### config.mk
export PLATFORM = sky130hd
export DESIGN_NAME = ref_delay_line
export DESIGN_NICKNAME = d
export VERILOG_FILES = /design/src/rtl/ber_pkg.sv /design/src/rtl/ref_delay_line.sv
export SDC_FILE = /design/constraint.sdc
export NUM_CORES = 1
export LEC_CHECK = 0
export ABC_AREA = 1
export CAP_MARGIN = 20
export CORE_ASPECT_RATIO = 1.5
export CORE_MARGIN = 10
export CORE_UTILIZATION = 39
export CTS_CLUSTER_SIZE = 14
export DETAILED_ROUTE_END_ITERATION = 8
export DONT_BUFFER_PORTS = 1
export HOLD_SLACK_MARGIN = 0.02
export PLACE_DENSITY = 0.53
export SETUP_SLACK_MARGIN = 0.5
export SLEW_MARGIN = 20
export SYNTH_ARGS = -nofsm -noshare
export SYNTH_HDL_FRONTEND = slang
export SYNTH_SLANG_ARGS = --single-unit
export TNS_END_PERCENT = 30
### constraint.sdc
create_clock -name clock -period 3.25 [get_ports clock]
set_input_delay 0.975 -clock clock [delete_from_list [all_inputs] [get_ports clock]]
set_output_delay 0.975 -clock clock [all_outputs]
set_load 0.03 [all_outputs]
### src/rtl/ber_pkg.sv
// Shared types and default sizing for the PRBS bit-error-rate checker.
// State encoding and parameter defaults live here so all files agree.
package ber_pkg;

  localparam int NB_DELAY_DEF   = 9;
  localparam int NB_COUNT_DEF   = 64;
  localparam int SEARCH_LEN_DEF = 511;

  typedef enum logic {
    SEARCH = 1'b0,
    LOCKED = 1'b1
  } state_e;

endpackage

### src/rtl/ref_delay_line.sv
// Reference delay line: tap 0 is the live bit, tap k the bit k strobes ago.
// Shifts only on enabled symbols.
module ref_delay_line
  import ber_pkg::*;
#(
  parameter int NB_DELAY = NB_DELAY_DEF
) (
  input  logic                clock,
  input  logic                i_reset,
  input  logic                i_enable,
  input  logic                i_bit,
  input  logic [NB_DELAY-1:0] i_sel,
  output logic                o_bit
);

  localparam int DEPTH = 2 ** NB_DELAY;

  logic [DEPTH-1:1] del_q;
  logic [DEPTH-1:0] taps;

  assign taps  = {del_q, i_bit};
  assign o_bit = taps[i_sel];

  always_ff @(posedge clock or negedge i_reset) begin
    if (!i_reset) begin
      del_q <= '0;
    end else if (i_enable) begin
      del_q <= taps[DEPTH-2:0];
    end
  end

endmodule

* Word-level counts from Yosys, hierarchy flattened
Index checks and enable logic that the tools add are counted.
** Operators by class
- Order comparisons :: 1
- Mux-type cells :: 2
** Operators by type and width (number)
- $lt A9 B10 Y1 const B :: 1
- $bmux W1 S9 :: 1
- $mux W1 :: 1
** Storage, ports and cells
- Register bits after elaboration :: 511
- Input bits :: 13
- Output and inout bits :: 1
- Logic and storage cells :: 4

* Logic depth before layout (Yosys ltp)
Gate-level depths: netlist (run 1).
- Depth after elaboration :: 2
- Depth in mapped cells :: 16
- Gate-level depth less buffers :: 13

* Least setup slack after synthesis (run 1)
Ideal clock, no wire load.
- Path kind :: in2out
- From :: in i_sel[1]
- To :: out o_bit
- Data arrival time :: 2.307 ns
- Required time :: 2.275 ns
- Path slack :: -0.032 ns
- Stages on the path :: 15
- Buffers on the path :: 3
- Cell sequence :: buf_2 -> inv_2 -> buf_4 -> buf_2 -> nand3_1 -> nand3_1 -> nand3_1 -> nand3_1 -> nand3_1 -> nand2_1 -> nand2_1 -> nand3_1 -> nand2_1 -> nand2_1 -> nand2_1
** Between the ends
- Word-level cells in the longest chain between the ends :: 2
** RTL lines
- start, declared :: RTL line ref_delay_line.sv:12 : input logic [NB_DELAY-1:0] i_sel,
- $bmux W1 S9 :: RTL line ref_delay_line.sv:22 : assign o_bit = taps[i_sel];
- $mux W1 (implied by the code) :: RTL line ref_delay_line.sv:22
- end, declared :: RTL line ref_delay_line.sv:13 : output logic o_bit
No other way between the ends. The select of a mux whose other input is x is not followed.

* Worst setup path after layout (run 1)
- From :: in i_sel[0]
- To :: out o_bit
The elaborated chain is that of the path after synthesis.

==> results.json, run 1 <==
{
  "status": "finished, violations left",
  "failed_checks": "negative setup slack",
  "p_clk_share_pct": 39.0,
  "crit_arrival_ps": 2610,
  "portBuffers": 0,
  "synth.avg_cell_area_um2": 7.92,
  "cp_common_cell": "nand3_1",
  "crit_path_max_fanout": 310,
  "crit_family": "simple AND/OR/NAND/NOR gates",
  "p_int_uw": 11900,
  "grt_pass1_wl_mm": 97.1,
  "yosysUniqueCellTypes": 16,
  "crit_start": "i_sel[0]",
  "clk_pin_slew_ps": 60,
  "max_freq_mhz": 279,
  "synth-seq-cells": 511,
  "synth_warnings": 0,
  "rows": 110,
  "insertion_delay_ps": 610,
  "layout-drive-gt1-share_pct": 5.92,
  "coreArea_mm2": 0.0601,
  "tightest_slew_ps": 1400,
  "skew_ps": 17.6,
  "grt-ovfl-total": 0,
  "grt_pass1_vias": 18900,
  "cts_tree": "done",
  "die_height_um": 322,
  "vias": 18800,
  "start_util_pct": 39.5,
  "setup_violations": 1,
  "crit_path_cell_trace": "clkinv_16 > buf_16 > buf_12 > nand2_1 > nand3_1 > nand3_1 > nand3_1 > nand3_1 > nand3_2 > nand2_1 > nand2_1 > nand3_1 > nand2_2 > nand2_2 > nand2_4",
  "wl_per_cell_um": 15.7,
  "antenna_found_initial": 0,
  "post-dp-hpwl_mm": 30.5,
  "critPathSlowestCell": "buf_16",
  "cts_buffers": 51,
  "slowest_delay_ps": 170,
  "netSwitchingFraction_pct": 26.2,
  "finalCriticalPeriod_ps": 3580,
  "postSynthNetCount": 3011,
  "dp_cells": 3599,
  "required_ps": 2270,
  "peakVddDrop_mv": 0.484,
  "io_pins": 14,
  "p_switching_uw": 4240,
  "worstSetupEndpointType": "output port",
  "top_register": "del_q",
  "ant_nets": 0,
  "clock-sinks": 511,
  "dieArea_mm2": 0.0714,
  "p_leak_uw": 0.0124,
  "place_congestion": 0.735,
  "cap_viol_max_count": 0,
  "die_w_um": 221,
  "cp.buffers_inverters": 3,
  "rsz0062_at_grt": "true",
  "cts.path.max_buffers": 3,
  "pwr-share-comb_pct": 12.1,
  "nFillCells": 5987,
  "area_delta_synth_final_pct": 11.4,
  "finalCritPeriodShare_pct": 110,
  "cts_root_buf": "clkbuf_16",
  "critPathLaunchType": "input port",
  "synth_area_mm2": 0.0238,
  "track_usage_pct": 16.2,
  "yosysSeqAreaShare_pct": 53.8,
  "setup_ws_ps": -331,
  "slew_headroom_pct": 6.94,
  "drc_errors": 0,
  "synth_cells": 2998,
  "hold_slack_ps": 69.6,
  "seqPwrFrac_pct": 48.9,
  "drt_wl_total_mm": 58.3,
  "report.final.slew_viol_count": 0,
  "final_cells": 3708,
  "r2r-start": "del_q[415]",
  "p_per_area_mw_per_mm2": 611,
  "drt_pass1_iterations": 5,
  "antenna_cells": 0,
  "largest_register_ffs": 511,
  "grt_max_degree": 1022,
  "hold_viol": 0,
  "hold_class": "in2async",
  "nets": 2897,
  "drt_first_iter_violations": 1369,
  "viasPerCell": 5.07,
  "critPathKind": "in2out",
  "top_regs": "del_q x511",
  "cts.htree.levels": 2
}
==> cell usage in the layout (no fill, tap or decap), types with 2 or more instances in the layout <==
cell,n
nand3_1,423
buf_6,2
dfrtp_1,511
nand3_2,25
buf_4,21
o21ai_0,304
inv_1,261
clkbuf_16,55
bufinv_16,7
buf_12,18
bufbuf_16,3
buf_16,7
a21oi_1,307
nor2_1,255
o21ai_1,3
clkbuf_1,10
clkinv_2,13
nand2_1,677
clkbuf_8,10
nand2_2,6
==> worst paths after layout <==
check	endpoint	slack, ps	cells past startpoint
worst max register to register	del_q[416]	2360	2
min in group clock	del_q[462]	500	2
max in group asynchronous	del_q[103]	2120	0
worst max-delay path	o_bit	-330	15
worst min register to register	del_q[462]	500	2
worst min-delay path	del_q[239]	70	0
==> final cells by class <==
class / count / area (um2) / area share [%]
tap: 784 / 981 / 3.71
sequential: 511 / 12800 / 48.3
clock buffer: 73 / 1500 / 5.67
timing repair buffer: 53 / 881 / 3.33
clock inverter: 20 / 278 / 1.05
timing repair inverter: 1 / 8.76 / 0.0331
inverter: 264 / 1030 / 3.88
multi-input combinational: 2002 / 9000 / 34.0
==> synthesized netlist by cell type <==
| cell type | instances | share of area, % |
|---|---|---|
| inv_1 | 261 | 4.1 |
| o21ai_0 | 306 | 6.4 |
| nand3_1 | 448 | 9.4 |
| buf_2 | 46 | 0.97 |
| clkbuf_1 | 108 | 1.7 |
| inv_4 | 1 | 0.026 |
| nand2_1 | 684 | 11 |
| inv_2 | 2 | 0.032 |
| dfrtp_1 | 511 | 54 |
| mux2_2 | 1 | 0.047 |
| buf_6 | 17 | 0.81 |
| o21ai_1 | 1 | 0.021 |
| nor2_1 | 255 | 4.0 |
| a21oi_1 | 307 | 6.5 |
| buf_1 | 22 | 0.35 |
| buf_4 | 28 | 0.88 |
==> power groups by stage <==
stage,logic [uW],registers [uW],clock network (uW)
floorplan,1770,7850,0
global placement,1840,8000,0
detailed placement,1900,8020,0
CTS,1960,7910,6510
global route,2310,8040,6700
finish,1960,7910,6300
==> kinds of logic (layout without fill, tap and decap cells) <==
logic type	after synthesis	after routing	share of synthesized area, %
and+or+nand+nor	1387	1387	24.3
DFF	511	511	53.8
AOI/OAI and AO/OA	614	614	12.9
muxes	1	1	0.0474
buffers and inverters	485	411	8.90
==> metal layers <==
layer / GRT usage, % / wire length (um) / vias to the layer above / share of wire (%)
met5: 0 / 0 / - / 0
met4: 4.67 / 1300 / 0 / 2.2
met3: 2.45 / 1890 / 79 / 3.2
met2: 29.0 / 29500 / 225 / 51
met1: 19.9 / 25600 / 9035 / 44
li1: - / - / 9444 / -
==> stage by stage <==
stage                     area (um2)  util, %  total power [uW]  TNS (ps)  setup WS (ps)
after floorplan                23900        -              9620         0           81.2
after global placement         24100     40.1              9840      -417           -417
after detailed placement       24100     40.1              9920      -356           -356
after CTS                      26300     43.7             16400      -195           -195
after global routing           26500     44.0             17100      -286           -286
final                          26500     44.0             16200      -331           -331
==> worst reg2reg max path, cell delays in order (launching register included) <==
cell,delay (ps)
dfrtp_1,400
nand2_1,170
o21ai_0,150
==> what timing repair did <==
item | CTS | global route
pin swaps | 7 | 14
cloned | 7 | 2
gates resized for setup | 33 | 20
setup buffers | 3 | 4
endpoints found under the setup margin | 1 | 1
hold buffers | 0 | 0
(Power assumes the default switching activity.)
==> run 2, diff against run 1 <==
CAP_MARGIN = unset   (was 20)
DONT_BUFFER_PORTS = unset   (was 1)
PLACE_DENSITY = 0.54   (was 0.53)
==> results.json, run 2 (synthesis results as in run 1) <==
{
  "status": "finished, violations left",
  "failed_checks": "negative setup slack",
  "drc_errors": 0,
  "layout-drive-gt1-share_pct": 10.6,
  "cts_root_buf": "clkbuf_16",
  "p_leak_uw": 0.0132,
  "largest_register_ffs": 511,
  "hold_class": "in2async",
  "viasPerCell": 5.10,
  "grt_pass1_vias": 19600,
  "crit_path_max_fanout": 16,
  "vias": 19500,
  "preCtsSetupSlack_ps": -561,
  "dieArea_mm2": 0.0714,
  "cts.htree.levels": 2,
  "required_ps": 2270,
  "ant_nets": 0,
  "finalCritPeriodShare_pct": 113,
  "place_congestion": 0.851,
  "post-dp-hpwl_mm": 39.8,
  "tightest_slew_ps": 711,
  "nFillCells": 5847,
  "rsz0062_at_grt": "true",
  "setup_ws_ps": -431,
  "place_area_mm2": 0.0255,
  "worstSetupEndpointType": "output port",
  "grt_max_degree": 188,
  "drt_wl_total_mm": 62.7,
  "start_util_pct": 39.5,
  "setup_violations": 1,
  "insertion_delay_ps": 610,
  "antenna_found_initial": 0,
  "critPathLaunchType": "input port",
  "antenna_cells": 0,
  "top_regs": "del_q x511",
  "wl_per_cell_um": 16.4,
  "cap_viol_max_count": 0,
  "slew_headroom_pct": 52.6,
  "hold_viol": 0,
  "rows": 110,
  "final_common_cell": "nand2_1",
  "p_per_area_mw_per_mm2": 592,
  "coreArea_mm2": 0.0601,
  "power.total_uw": 16600,
  "grt_pass1_wl_mm": 103,
  "track_usage_pct": 17.5,
  "portBuffers": 13,
  "report.final.slew_viol_count": 0,
  "cts_tree": "done",
  "max_freq_mhz": 272,
  "skew_ps": 20.5,
  "final-seq-area_mm2": 0.0128,
  "nets": 3013,
  "grt-ovfl-total": 0,
  "die_height_um": 322,
  "cts.path.max_buffers": 3,
  "final_area_mm2": 0.0281,
  "clock-sinks": 511,
  "fin_tns_setup_ps": -431,
  "io_pins": 14,
  "crit_arrival_ps": 2710,
  "hold_slack_ps": 297,
  "drt_pass1_iterations": 5,
  "clk_pin_slew_ps": 60,
  "drt_first_iter_violations": 1303,
  "peakVddDrop_mv": 0.500,
  "top_register": "del_q",
  "final_cell_mix": "nand2_1, dfrtp_1, nand3_1",
  "die_w_um": 221,
  "critPathKind": "in2out",
  "cts_buffers": 51,
  "multi_input_area_mm2": 0.00924,
  "area_delta_synth_final_pct": 18.3,
  "finalCriticalPeriod_ps": 3680
}
run 2: cell types whose count changed in the layout (fill, tap and decap cells not counted), sizes merged:
cell,change
clkbuf,+10
bufbuf,-3
clkinvlp,-1
dlygate4sd2,+2
buf,+113
clkdlybuf4s50,+4
bufinv,-5
clkinv,-6
run 2: cell type report:
| cell class | count | share of cell area [%] |
|---|---|---|
| inverter | 264 | 3.65 |
| sequential | 511 | 45.5 |
| tap | 784 | 3.49 |
| multi-input combinational | 2002 | 32.9 |
| timing repair buffer | 170 | 8.41 |
| clock inverter | 9 | 0.338 |
| clock buffer | 82 | 5.71 |
run 2: metal layers:
| metal | GRT usage, % | part of all wire (%) | up-vias |
|---|---|---|---|
| met5 | 0 | 0 | - |
| met4 | 6.07 | 3.0 | 0 |
| met3 | 2.48 | 3.5 | 97 |
| met2 | 31.2 | 51 | 289 |
| met1 | 21.2 | 42 | 9407 |
| li1 | - | - | 9692 |
run 2: where the power goes:
group          total, uW  switching (uW)  leakage [uW]  internal [uW]
clock               6020            2500      0.000845           3510
combinational       2700            1650       0.00641           1050
sequential          7920             610       0.00595           7310
total              16600            4760        0.0132          11900
run 2: critical path, cell delays in order:
cell       delay (ps)
buf_16            150
clkinv_16         100
buf_12            160
buf_12            150
nand2_1            60
nand3_1            70
nand3_1           100
nand3_2           130
nand3_2           120
nand3_2            80
nand2_1            80
nand2_1            60
nand3_2           100
nand2_2            70
nand2_2            70
nand2_4            70
buf_12            140
run 2: worst paths after layout:
check,startpoint,endpoint,slack [ps],depth (start not counted)
min reg2reg,del_q[395],del_q[396],490,2
max,i_sel[0],o_bit,-430,17
min in group clock,del_q[395],del_q[396],490,2
max in group asynchronous,i_reset,del_q[77],2120,3
min,i_reset,del_q[483],300,1
max reg2reg,del_q[415],del_q[416],2330,2
run 2: timing repair:
action,in CTS,in global routing
pin swaps,13,15
setup endpoints to repair,1,1
setup buffers,6,5
resized for setup,82,50
hold buffers,0,0
gates cloned,5,3
run 2: metrics by stage:
step | instances | utilization, %
floorplan | 2998 | -
global placement | 3712 | 42.4
detailed placement | 3712 | 42.4
CTS | 3814 | 46.1
global route | 3822 | 46.7
finish | 3822 | 46.7
==> run 3, diff against run 2 <==
TNS_END_PERCENT = 10   (was 30)
==> results of run 3 <==
Same layout as run 2: the final DEF is identical, and so are final timing and power.
